`src/rtl/io_uart_tx.sv`:
```
// 8N1 UART transmitter fed from the cpu io_out register through a small byte FIFO.
// A toggle on io_out[8] requests a send; status reports ack, FIFO state and busy.
module io_uart_tx #(
  parameter int CLK_DIV    = 104,
  parameter int FIFO_DEPTH = 4,
  parameter int FIFO_AW    = 2
) (
  input  logic        clk,
  input  logic        rstn,
  input  logic [31:0] io_out,
  output logic [31:0] status,
  output logic        tx
);

  localparam int BW = $clog2(CLK_DIV);
  localparam int CW = FIFO_AW + 1;
  localparam logic [BW-1:0] BAUD_LOAD = BW'(CLK_DIV - 1);

  typedef enum logic [1:0] {IDLE, START, DATA, STOP} state_t;

  state_t             state;
  logic [BW-1:0]      baud_cnt;
  logic [2:0]         bit_idx;
  logic [7:0]         shifter;
  logic [7:0]         mem [FIFO_DEPTH];
  logic [FIFO_AW-1:0] wr_ptr;
  logic [FIFO_AW-1:0] rd_ptr;
  logic [CW-1:0]      count;
  logic               ack;

  logic fifo_full;
  logic fifo_empty;
  logic bit_end;
  logic pop;
  logic push;
  logic unused_ok;

  assign unused_ok  = ^io_out[31:9];
  assign fifo_full  = (count == CW'(FIFO_DEPTH));
  assign fifo_empty = (count == '0);
  assign bit_end    = (baud_cnt == '0);

  // The FSM pops when idle, or when a stop bit ends with more bytes waiting.
  assign pop  = !fifo_empty && ((state == IDLE) || ((state == STOP) && bit_end));
  assign push = (io_out[8] != ack) && (!fifo_full || pop);

  assign status = {20'b0, (state != IDLE), fifo_empty, fifo_full, ack, 8'b0};

  always_ff @(posedge clk or negedge rstn) begin
    if (!rstn) begin
      wr_ptr <= '0;
      rd_ptr <= '0;
      count  <= '0;
      ack    <= 1'b0;
    end else begin
      if (push) begin
        wr_ptr <= wr_ptr + FIFO_AW'(1);
        ack    <= io_out[8];
      end
      if (pop) begin
        rd_ptr <= rd_ptr + FIFO_AW'(1);
      end
      case ({push, pop})
        2'b10:   count <= count + CW'(1);
        2'b01:   count <= count - CW'(1);
        default: count <= count;
      endcase
    end
  end

  always_ff @(posedge clk) begin
    if (push) begin
      mem[wr_ptr] <= io_out[7:0];
    end
  end

  always_ff @(posedge clk) begin
    if (pop) begin
      shifter <= mem[rd_ptr];
    end else if ((state == DATA) && bit_end && (bit_idx != 3'd7)) begin
      shifter <= {1'b0, shifter[7:1]};
    end
  end

  always_ff @(posedge clk or negedge rstn) begin
    if (!rstn) begin
      state    <= IDLE;
      tx       <= 1'b1;
      baud_cnt <= '0;
      bit_idx  <= '0;
    end else begin
      case (state)
        IDLE: begin
          tx <= 1'b1;
          if (pop) begin
            tx       <= 1'b0;
            baud_cnt <= BAUD_LOAD;
            state    <= START;
          end
        end
        START: begin
          if (bit_end) begin
            tx       <= shifter[0];
            bit_idx  <= '0;
            baud_cnt <= BAUD_LOAD;
            state    <= DATA;
          end else begin
            baud_cnt <= baud_cnt - 1'b1;
          end
        end
        DATA: begin
          if (bit_end) begin
            baud_cnt <= BAUD_LOAD;
            if (bit_idx == 3'd7) begin
              tx    <= 1'b1;
              state <= STOP;
            end else begin
              // shifter[1] becomes shifter[0] on this same edge
              tx      <= shifter[1];
              bit_idx <= bit_idx + 3'd1;
            end
          end else begin
            baud_cnt <= baud_cnt - 1'b1;
          end
        end
        STOP: begin
          if (bit_end) begin
            if (pop) begin
              tx       <= 1'b0;
              baud_cnt <= BAUD_LOAD;
              state    <= START;
            end else begin
              state <= IDLE;
            end
          end else begin
            baud_cnt <= baud_cnt - 1'b1;
          end
        end
        default: begin
          tx    <= 1'b1;
          state <= IDLE;
        end
      endcase
    end
  end

endmodule

```
`config.mk`:
```
export PLATFORM = sky130hd
export DESIGN_NAME = io_uart_tx
export DESIGN_NICKNAME = d
export VERILOG_FILES = /design/src/rtl/io_uart_tx.sv
export SDC_FILE = /design/constraint.sdc
export NUM_CORES = 1
export LEC_CHECK = 0
export CAP_MARGIN = 20
export CORE_MARGIN = 2
export CORE_UTILIZATION = 35
export CTS_BUF_LIST = sky130_fd_sc_hd__clkbuf_8 sky130_fd_sc_hd__clkbuf_16
export DETAILED_ROUTE_END_ITERATION = 12
export MAX_ROUTING_LAYER = met4
export PLACE_DENSITY = 0.62
export SETUP_SLACK_MARGIN = 0.5
export SLEW_MARGIN = 20
export SYNTH_ARGS = -nofsm -noshare
export SYNTH_HDL_FRONTEND = slang
export SYNTH_SLANG_ARGS = --single-unit
```
`constraint.sdc`:
```
create_clock -name clk -period 7.8 [get_ports clk]
set_clock_uncertainty 0.15 [all_clocks]
set_input_delay 1.56 -clock clk [delete_from_list [all_inputs] [get_ports clk]]
set_output_delay 1.56 -clock clk [all_outputs]
set_load 0.05 [all_outputs]
```
==> results of run 1 <==
==> per-layer routing <==
metal / track usage / vias up / wire, µm
li1: - / 890 / -
met1: 0.152 / 916 / 2480
met5: - / - / 0
met4: 0.0611 / 0 / 63
met3: 0.0251 / 8 / 165
met2: 0.176 / 45 / 2530
==> how the worst max path moves through the flow <==
| stage | from | to | slack, ns | cells after the start |
|---|---|---|---|---|
| finish | count[0]$_DFFE_PN0P_ | status[10] | 3.82 | 3 |
| global route | count[0]$_DFFE_PN0P_ | status[10] | 3.71 | 3 |
| CTS | count[1]$_DFFE_PN0P_ | status[10] | 3.80 | 3 |
| detailed placement | io_out[8] | count[2]$_DFFE_PN0P_ | 3.73 | 7 |
| global placement | io_out[8] | count[2]$_DFFE_PN0P_ | 3.75 | 7 |
| floorplan | io_out[8] | count[2]$_DFFE_PN0P_ | 4.49 | 6 |
==> flip-flops by register name, indices dropped and copies added (netlist names) <==
name,flops
bit_idx,3
shifter,8
wr_ptr,2
ack,1
state,2
baud_cnt,7
mem,32
tx,1
count,3
rd_ptr,2
==> power by group through the flow <==
stage | clock network, W | logic (W) | registers [W]
final | 0.000281 | 0.000251 | 0.000434
after global routing | 0.000301 | 0.000277 | 0.000441
after CTS | 0.000289 | 0.000255 | 0.000435
after detailed placement | 0 | 0.000253 | 0.000442
after global placement | 0 | 0.000252 | 0.000438
after floorplan | 0 | 0.000220 | 0.000433
==> kinds of logic after synthesis <==
family / after synthesis
other cells: 1
fa+ha+maj: 13
mux: 20
xor+xnor: 9
flops: 61
compound gates: 46
simple gates: 43
buf+inv: 51
==> layout by cell type (no fill, tap or decap), types with 3 or more instances in the layout <==
cell type	Yosys	layout
o22ai_1	3	3
clkbuf_8	0	9
mux2_2	11	11
and2_1	6	6
clkdlybuf4s50_1	0	15
edfxtp_1	40	40
o21ai_0	6	6
clkinvlp_4	0	3
o22a_1	4	4
dfrtp_1	20	20
nor3_1	4	4
a22o_1	5	5
nor2_1	9	9
mux4_2	8	8
or3_1	4	4
nand2_1	4	4
inv_1	12	12
ha_1	12	12
xnor2_1	5	5
conb_1	1	28
a21oi_1	8	8
nand3_1	3	3
==> layout make-up <==
cell class                      count  share of cell area
Clock buffer                        9              0.0347
Clock inverter                      7              0.0210
Inverter                           13              0.0137
Multi-Input combinational cell    159               0.366
Sequential cell                    61               0.484
Tap cell                          111              0.0389
Timing Repair Buffer               15              0.0420
==> per-stage QoR <==
| step | area, µm² | worst slack, ns | power [W] | hold WS [ns] | utilization |
|---|---|---|---|---|---|
| floorplan | 3350 | 4.49 | 0.000653 | 0.345 | - |
| finish | 3570 | 3.82 | 0.000967 | 0.394 | 0.392 |
| CTS | 3570 | 3.80 | 0.000978 | 0.391 | 0.392 |
| global placement | 3370 | 3.75 | 0.000690 | 0.366 | 0.370 |
| detailed placement | 3370 | 3.73 | 0.000695 | 0.371 | 0.370 |
| global route | 3570 | 3.71 | 0.00102 | 0.421 | 0.392 |
==> reports/qor.yml, run 1 <==
cts_buffer_depth: 2
nFillCells: 868
r2r-end: "count[2]$_DFFE_PN0P_"
cts_tree: "built"
cap_violations: 0
slew_viol_final: 0
power_density_mw_per_mm2: 271
ys_seq_area_frac: 0.531
fmax_mhz: 251
syn_to_final_growth_pct: 9.85
die_x_um: 100
syn_inst: 244
yosysWarnings: 0
cp-start-kind: "flip-flop"
p_int_w: 0.000648
p_comb_frac: 0.260
cts_buffers: 9
grt_max_degree: 22
drt_iter0_drc: 60
crit_type: "flip-flop to primary output"
crit_arrival_ns: 2.27
synth-xor-area-share: 0.0342
first_pass_iters: 4
h-tree-depth: 3
async_flop_share: 0.344
setup_tns_ns: 0
p_seq_frac: 0.449
drc: 0
power.leakage_nw: 1.33
period_share: 0.510
critical_path.cell_chain: "or3_1, inv_2, clkdlybuf4s50_1"
placementRows: 35
rsz0062_at_grt: "false"
vdd_drop_max_uv: 141
setup_viol: 0
power_switching_w: 0.000318
synth-edff-count: 40
crit_required_ns: 6.09
netlist_area_mm2: 0.00325
grt-ovfl-total: 0
core-area_mm2: 0.00911
initial_core_util: 0.357
synth.ff_latch_count: 61
ios: 67
tightest_slew_ns: 0.974
cts-root-buf: "clkbuf_8"
place_hpwl_mm: 3.58
layout.area.seq_mm2: 0.00173
yosysTopAreaCellShare: 0.369
gr-usage-all-layers: 0.118
min_from: "bit_idx[2]$_DFFE_PN0P_"
synth_common_cells: "edfxtp_1 (40), buf_4 (31), dfrtp_1 (20), ha_1 (12), inv_1 (12)"
crit_path_top_delay_cell: "clkdlybuf4s50_1"
io_buffers: 15
synth.most_common_cell: "edfxtp_1"
avgRoutedWirePerCell_um: 14.0
reg2reg_from: "baud_cnt[0]$_DFF_PN0_"
timing.final.crit_period_ns: 3.98
layout.cells.non_filler: 375
critPathTopFamily: "buffers and inverters"
hold_violations: 0
cts_resized: 0
clockPowerShare: 0.291
via_per_inst: 4.96
ff2ff_setup_slack_ns: 4.47
cts.sinks: 61
synth_top_family_by_area: "compound AO/OA/AOI/OAI gates"
finalWeightedCongestion: 0.771
synthMuxAreaShare: 0.0969
wirelength_mm: 5.24
end_kind: "primary output"
worstHoldPathCells: 1
via_count: 1859
die_h_um: 100
synth-compound-area-share: 0.106
reg2reg_depth: 10
multi_input_area_mm2: 0.00131
nets: 306
clkTransAtPathRegs_ns: 0.07
hp-class: "flip-flop to flip-flop"
synth_flop_cell: "edfxtp_1"
dpl.cell_count: 359
synth_adder_area_share: 0.0523
p_sw_frac: 0.329
drive_above_1_share: 0.174
post-cts-setup-buffers: 0
slowest_delay_ns: 0.83
hold_end: "bit_idx[2]$_DFFE_PN0P_"
crit_path_max_fanout: 7
antenna_found_initial: 0
synthTopCellsByArea: "edfxtp_1 (37%), dfrtp_1 (15%), buf_4 (7.2%)"
cts.hold.buffers_added: 0
synth_top_area_cell: "edfxtp_1"
status: "finished clean"
synth_cell_type_count: 61
antenna_cells: 0
synthSimpleGateAreaFrac: 0.0804
crit_buf_inv: 2
max_slew_margin: 0.348
ant_nets: 0
grt_pass1_vias: 1802
insertion_delay_ns: 0.34
avgSynthCellArea_um2: 13.3
grt_pass1_wl_mm: 8.84
die_area_mm2: 0.0101
Note: power is estimated with default switching activity, not from simulation.
==> run 2, diff against run 1 <==
==> constraint.sdc (replaced) <==
create_clock -name clk -period 3.7 [get_ports clk]
set_clock_uncertainty 0.15 [all_clocks]
set_input_delay 0.74 -clock clk [delete_from_list [all_inputs] [get_ports clk]]
set_output_delay 0.74 -clock clk [all_outputs]
set_load 0.05 [all_outputs]
==> reports/qor.yml, run 2 (synthesis gave the netlist of run 1 again) <==
status: "finished clean"
cts.sinks: 61  # unchanged
final_common_cell: "edfxtp_1"
end_kind: "primary output"
h-tree-depth: 3  # unchanged
cts.hold.buffers_added: 0  # unchanged
dpl.cell_count: 360  # +0.28%
clkTransAtPathRegs_ns: 0.07  # about the same
crit_path_top_delay_cell: "clkdlybuf4s50_1"
antenna_cells: 0  # unchanged
reg2reg_depth: 10  # unchanged
crit_type: "flip-flop to primary output"
ios: 67  # unchanged
crit_required_ns: 2.81  # -3.28 ns
place_area_mm2: 0.00338  # +0.22%
gr-usage-all-layers: 0.120  # +0.00236
path_common_cell: "inv_1"
wirelength_mm: 5.25  # about the same
placementRows: 35  # unchanged
die_area_mm2: 0.0101  # unchanged
fin_util: 0.393  # +0.00110
drc: 0  # unchanged
via_per_inst: 4.97  # +0.22%
place_hpwl_mm: 3.65  # +2.1%
grt_pass1_vias: 1876  # +4.1%
grt-ovfl-total: 0  # unchanged
cts_buffer_depth: 2  # unchanged
vdd_drop_max_uv: 318  # +130%
nets: 308  # +0.65%
insertion_delay_ns: 0.34  # about the same
setup_tns_ns: 0  # unchanged
reg2reg_from: "baud_cnt[0]$_DFF_PN0_"
rsz0062_at_grt: "false"
fmax_mhz: 336
cts_tree: "built"
layout.cells.non_filler: 377  # +0.53%
hp-class: "primary input to asynchronous set/reset pin"
cts_buffers: 9  # unchanged
critPathTopFamily: "buffers and inverters"
tightest_slew_ns: 0.591  # -0.383 ns
antenna_found_initial: 0  # unchanged
cts-root-buf: "clkbuf_8"
grt_max_degree: 22  # unchanged
cp-start-kind: "flip-flop"
crit_path_max_fanout: 5  # -2
crit_buf_inv: 3  # +1
cap_violations: 0  # unchanged
period_share: 0.805
die_x_um: 100  # unchanged
via_count: 1873  # +0.75%
syn_to_final_growth_pct: 10.2
power.leakage_nw: 1.35  # +1.3%
drive_above_1_share: 0.184  # +0.00997
initial_core_util: 0.357  # unchanged
core-area_mm2: 0.00911  # unchanged
layout_common_cells: "edfxtp_1 (40), conb_1 (28), dfrtp_1 (20), clkdlybuf4s50_1 (13)"
max_slew_margin: 0.606  # +0.257
setup_viol: 0  # unchanged
critical_path.cell_chain: "inv_1, ha_1, inv_1, clkdlybuf4s50_1"
die_h_um: 100  # unchanged
timing.final.crit_period_ns: 2.98
ff2ff_setup_slack_ns: 0.81  # -3.66 ns
r2r-end: "count[2]$_DFFE_PN0P_"
drt_iter0_drc: 89  # +48%
io_buffers: 15  # unchanged
postLayoutCellArea_mm2: 0.00358  # +0.28%
reg_top3: "mem (32), shifter (8), baud_cnt (7)"
largest_reg_flops: 32  # unchanged
avgRoutedWirePerCell_um: 13.9  # -0.47%
ant_nets: 0  # unchanged
hold_violations: 0  # unchanged
crit_arrival_ns: 2.09  # -0.18 ns
power_density_mw_per_mm2: 566  # +110%
first_pass_iters: 4  # unchanged
finalWeightedCongestion: 0.756  # -1.9%
grt_pass1_wl_mm: 8.95  # +1.3%
slowest_delay_ns: 0.82  # about the same
largest-register: "mem"
slew_viol_final: 0  # unchanged
==> run 2: cell types whose count changed in the layout (fill, tap and decap cells not counted) <==
| cell | change |
|---|---|
| buf_4 | +2 |
| clkinvlp_4 | -1 |
| clkinv_4 | +2 |
| inv_6 | -1 |
| buf_2 | +1 |
| dlygate4sd2_1 | +1 |
| clkdlybuf4s50_1 | -2 |
==> run 2: layout make-up <==
class / count / area (µm²)
tap: 111 / 139
sequential: 61 / 1730
multi-input combinational: 159 / 1310
inverter: 13 / 48.8
clock inverter: 7 / 76.3
clock buffer: 9 / 124
timing repair buffer: 17 / 159
fill: 847 / 5530
==> run 2: layer usage <==
| layer | part of all wire | global-route usage | up-vias |
|---|---|---|---|
| li1 | - | - | 889 |
| met1 | 0.46 | 0.147 | 918 |
| met2 | 0.47 | 0.178 | 54 |
| met3 | 0.046 | 0.0411 | 12 |
| met4 | 0.022 | 0.0590 | 0 |
| met5 | 0 | - | - |
==> run 2: worst max path at each step <==
stage / startpoint / endpoint / slack [ns] / cells after the start
3_3_place_gp: io_out[8] / count[2]$_DFFE_PN0P_ / 0.48 / 7
6_report: state[0]$_DFFE_PN0P_ / status[11] / 0.72 / 4
4_1_cts: baud_cnt[0]$_DFF_PN0_ / count[2]$_DFFE_PN0P_ / 0.55 / 10
2_1_floorplan: baud_cnt[0]$_DFF_PN0_ / count[2]$_DFFE_PN0P_ / 0.73 / 10
5_1_grt: state[0]$_DFFE_PN0P_ / status[11] / 0.61 / 4
3_5_place_dp: io_out[8] / count[2]$_DFFE_PN0P_ / 0.44 / 7
==> run 2: per-stage QoR <==
step	worst slack, ns	total power [W]	hold WS, ns
finish	0.723	0.00203	0.202
global route	0.614	0.00214	0.229
CTS	0.555	0.00206	0.400
detailed placement	0.440	0.00147	0.383
global placement	0.478	0.00145	0.364
floorplan	0.732	0.00138	0.294
==> run 2: power by group <==
| group | leakage (nW) | total (W) | internal [W] | switching [W] |
|---|---|---|---|---|
| sequential | 0.606 | 0.000915 | 0.000857 | 0.0000582 |
| combinational | 0.649 | 0.000526 | 0.000192 | 0.000334 |
| clock | 0.0954 | 0.000589 | 0.000312 | 0.000276 |
==> run 2: worst register-to-register path, delay by kind of cell, from the launching register on <==
kind	cells	cell delay (ns)
AO/OA/AOI/OAI	2	0.49
adder cells (fa/ha/maj)	2	0.64
buffers and inverters	1	0.07
flip-flops	1	0.42
multiplexers	1	0.29
AND/OR/NAND/NOR	4	0.71
==> run 2: repair_timing <==
action,CTS,global route
setup endpoints to repair,1,1
gates cloned,0,0
pin swaps,0,1
buffers inserted,0,1
gates resized for setup,1,0
==> run 3, diff against run 2 <==
==> constraint.sdc (replaced) <==
create_clock -name clk -period 3.1 [get_ports clk]
set_clock_uncertainty 0.15 [all_clocks]
set_input_delay 0.62 -clock clk [delete_from_list [all_inputs] [get_ports clk]]
set_output_delay 0.62 -clock clk [all_outputs]
set_load 0.05 [all_outputs]
==> reports/qor.yml, run 3 (synthesis gave the netlist of run 1 again) <==
hp-class: "flip-flop to flip-flop"
avgRoutedWirePerCell_um: 14.1  # +1.6%
slowest_delay_ns: 0.38  # -0.44 ns
grt_pass1_wl_mm: 9.23  # +3.1%
slew_viol_final: 0  # unchanged
die_h_um: 100  # unchanged
via_per_inst: 4.92  # -1.0%
placementRows: 35  # unchanged
grtUsageMet2: 0.191  # +0.0124
crit_path_max_fanout: 4  # -1
gr-usage-all-layers: 0.123  # +0.00317
critical_path.cell_chain: "inv_1, ha_2, nor3b_4, a31oi_4, nor2_4, nand2_2, fa_2, nor4b_4, mux2_4, a311o_1"
hold_violations: 0  # unchanged
grtUsageMet3: 0.0341  # -0.00696
die_area_mm2: 0.0101  # unchanged
crit_type: "flip-flop to flip-flop"
end_kind: "flip-flop"
vdd_drop_max_uv: 352  # +11%
power.leakage_nw: 1.41  # +4.4%
cts_tree: "built"
syn_to_final_growth_pct: 13.3
io_buffers: 15  # unchanged
cts-root-buf: "clkbuf_8"
ios: 67  # unchanged
finalWeightedCongestion: 0.765  # +1.1%
rsz0062_at_grt: "true"
crit_arrival_ns: 2.62  # +0.53 ns
timing.final.crit_period_ns: 2.55
die_x_um: 100  # unchanged
busiest_layer: "met2"
grt-ovfl-total: 0  # unchanged
largest_reg_flops: 32  # unchanged
status: "finished clean"
drive_above_1_share: 0.242  # +0.0577
cts.hold.buffers_added: 0  # unchanged
drt_iter0_drc: 118  # +33%
antenna_cells: 0  # unchanged
insertion_delay_ns: 0.34  # about the same
ant_nets: 0  # unchanged
power_density_mw_per_mm2: 652  # +15%
fmax_mhz: 392
max_slew_margin: 0.606  # about the same
tightest_slew_ns: 0.591  # -0.000205 ns
cap_violations: 0  # unchanged
largest-register: "mem"
grt_max_degree: 22  # unchanged
first_pass_iters: 4  # unchanged
grt_pass1_vias: 1860  # -0.85%
crit_path_top_delay_cell: "dfrtp_1"
nets: 319  # +3.6%
reg_top3: "mem (32), shifter (8), baud_cnt (7)"
period_share: 0.822
h-tree-depth: 3  # unchanged
cts_buffers: 9  # unchanged
initial_core_util: 0.357  # unchanged
wirelength_mm: 5.49  # +4.6%
clkTransAtPathRegs_ns: 0.07  # about the same
drc: 0  # unchanged
met1_usage: 0.152  # +0.00527
layout_common_cells: "edfxtp_1 (40), conb_1 (28), dfrtp_1 (20), buf_4 (13)"
dp_slack_ns: 0.160  # -0.281 ns
final_common_cell: "edfxtp_1"
cp-start-kind: "flip-flop"
core-area_mm2: 0.00911  # unchanged
cts.sinks: 61  # unchanged
crit_required_ns: 3.17  # +0.36 ns
place_hpwl_mm: 3.79  # +3.6%
setup_tns_ns: 0  # unchanged
antenna_found_initial: 0  # unchanged
finalWorstSetupSlack_ns: 0.550  # -0.173 ns
via_count: 1908  # +1.9%
setup_viol: 0  # unchanged
cts_buffer_depth: 2  # unchanged
==> run 3: layout make-up <==
| cell class | instances | area, µm² |
|---|---|---|
| clock buffer | 9 | 124 |
| inverter | 13 | 48.8 |
| fill | 849 | 5420 |
| sequential | 61 | 1730 |
| multi-input combinational | 159 | 1350 |
| tap | 111 | 139 |
| timing repair buffer | 28 | 243 |
| clock inverter | 7 | 50.0 |
==> run 3: path summary, 6_finish.rpt <==
| path | from | cells past startpoint | end | slack, ns |
|---|---|---|---|---|
| max in group asynchronous | rstn | 2 | tx$_DFFE_PN1P_ | 2.05 |
| hold / removal | bit_idx[2]$_DFFE_PN0P_ | 1 | bit_idx[2]$_DFFE_PN0P_ | 0.40 |
| min in group asynchronous | rstn | 2 | baud_cnt[6]$_DFF_PN0_ | 0.47 |
| setup / recovery | baud_cnt[1]$_DFF_PN0_ | 10 | count[2]$_DFFE_PN0P_ | 0.55 |
| setup reg to reg | baud_cnt[1]$_DFF_PN0_ | 10 | count[2]$_DFFE_PN0P_ | 0.55 |
| hold reg to reg | bit_idx[2]$_DFFE_PN0P_ | 1 | bit_idx[2]$_DFFE_PN0P_ | 0.40 |
==> run 3: report_power, final <==
group | switching (W) | internal [W]
Combinational | 0.000423 | 0.000256
Clock | 0.000334 | 0.000293
Sequential | 0.0000739 | 0.00102
==> run 3: routing by layer <==
metal	wire length (µm)	up-vias
met2	2640	49
met3	197	9
li1	-	912
met1	2550	938
met5	0	-
met4	91	0
==> run 3: timing repair <==
item / 4_1_cts / 5_1_grt
resized for setup: 7 / 4
buffers inserted: 3 / 6
endpoints found under the setup margin: 9 / 10
pin swaps: 2 / 1
==> run 3: through the flow <==
step                       util  instance area, µm²  power [W]  std cells  hold slack [ns]
after global routing      0.405                3680    0.00253        388            0.409
after floorplan               -                3390    0.00165        271            0.174
after detailed placement  0.377                3440    0.00178        363            0.370
final                     0.405                3680    0.00240        388            0.396
after global placement    0.377                3440    0.00175        363            0.364
after CTS                 0.399                3630    0.00241        382            0.393
==> run 3: critical path: cells and delay by family (launching register included) <==
kind            cells  cell delay, ns
compound gates      2            0.41
fa+ha+maj           2            0.55
buf+inv             1            0.06
flops               1            0.38
mux                 1            0.27
simple gates        4            0.61
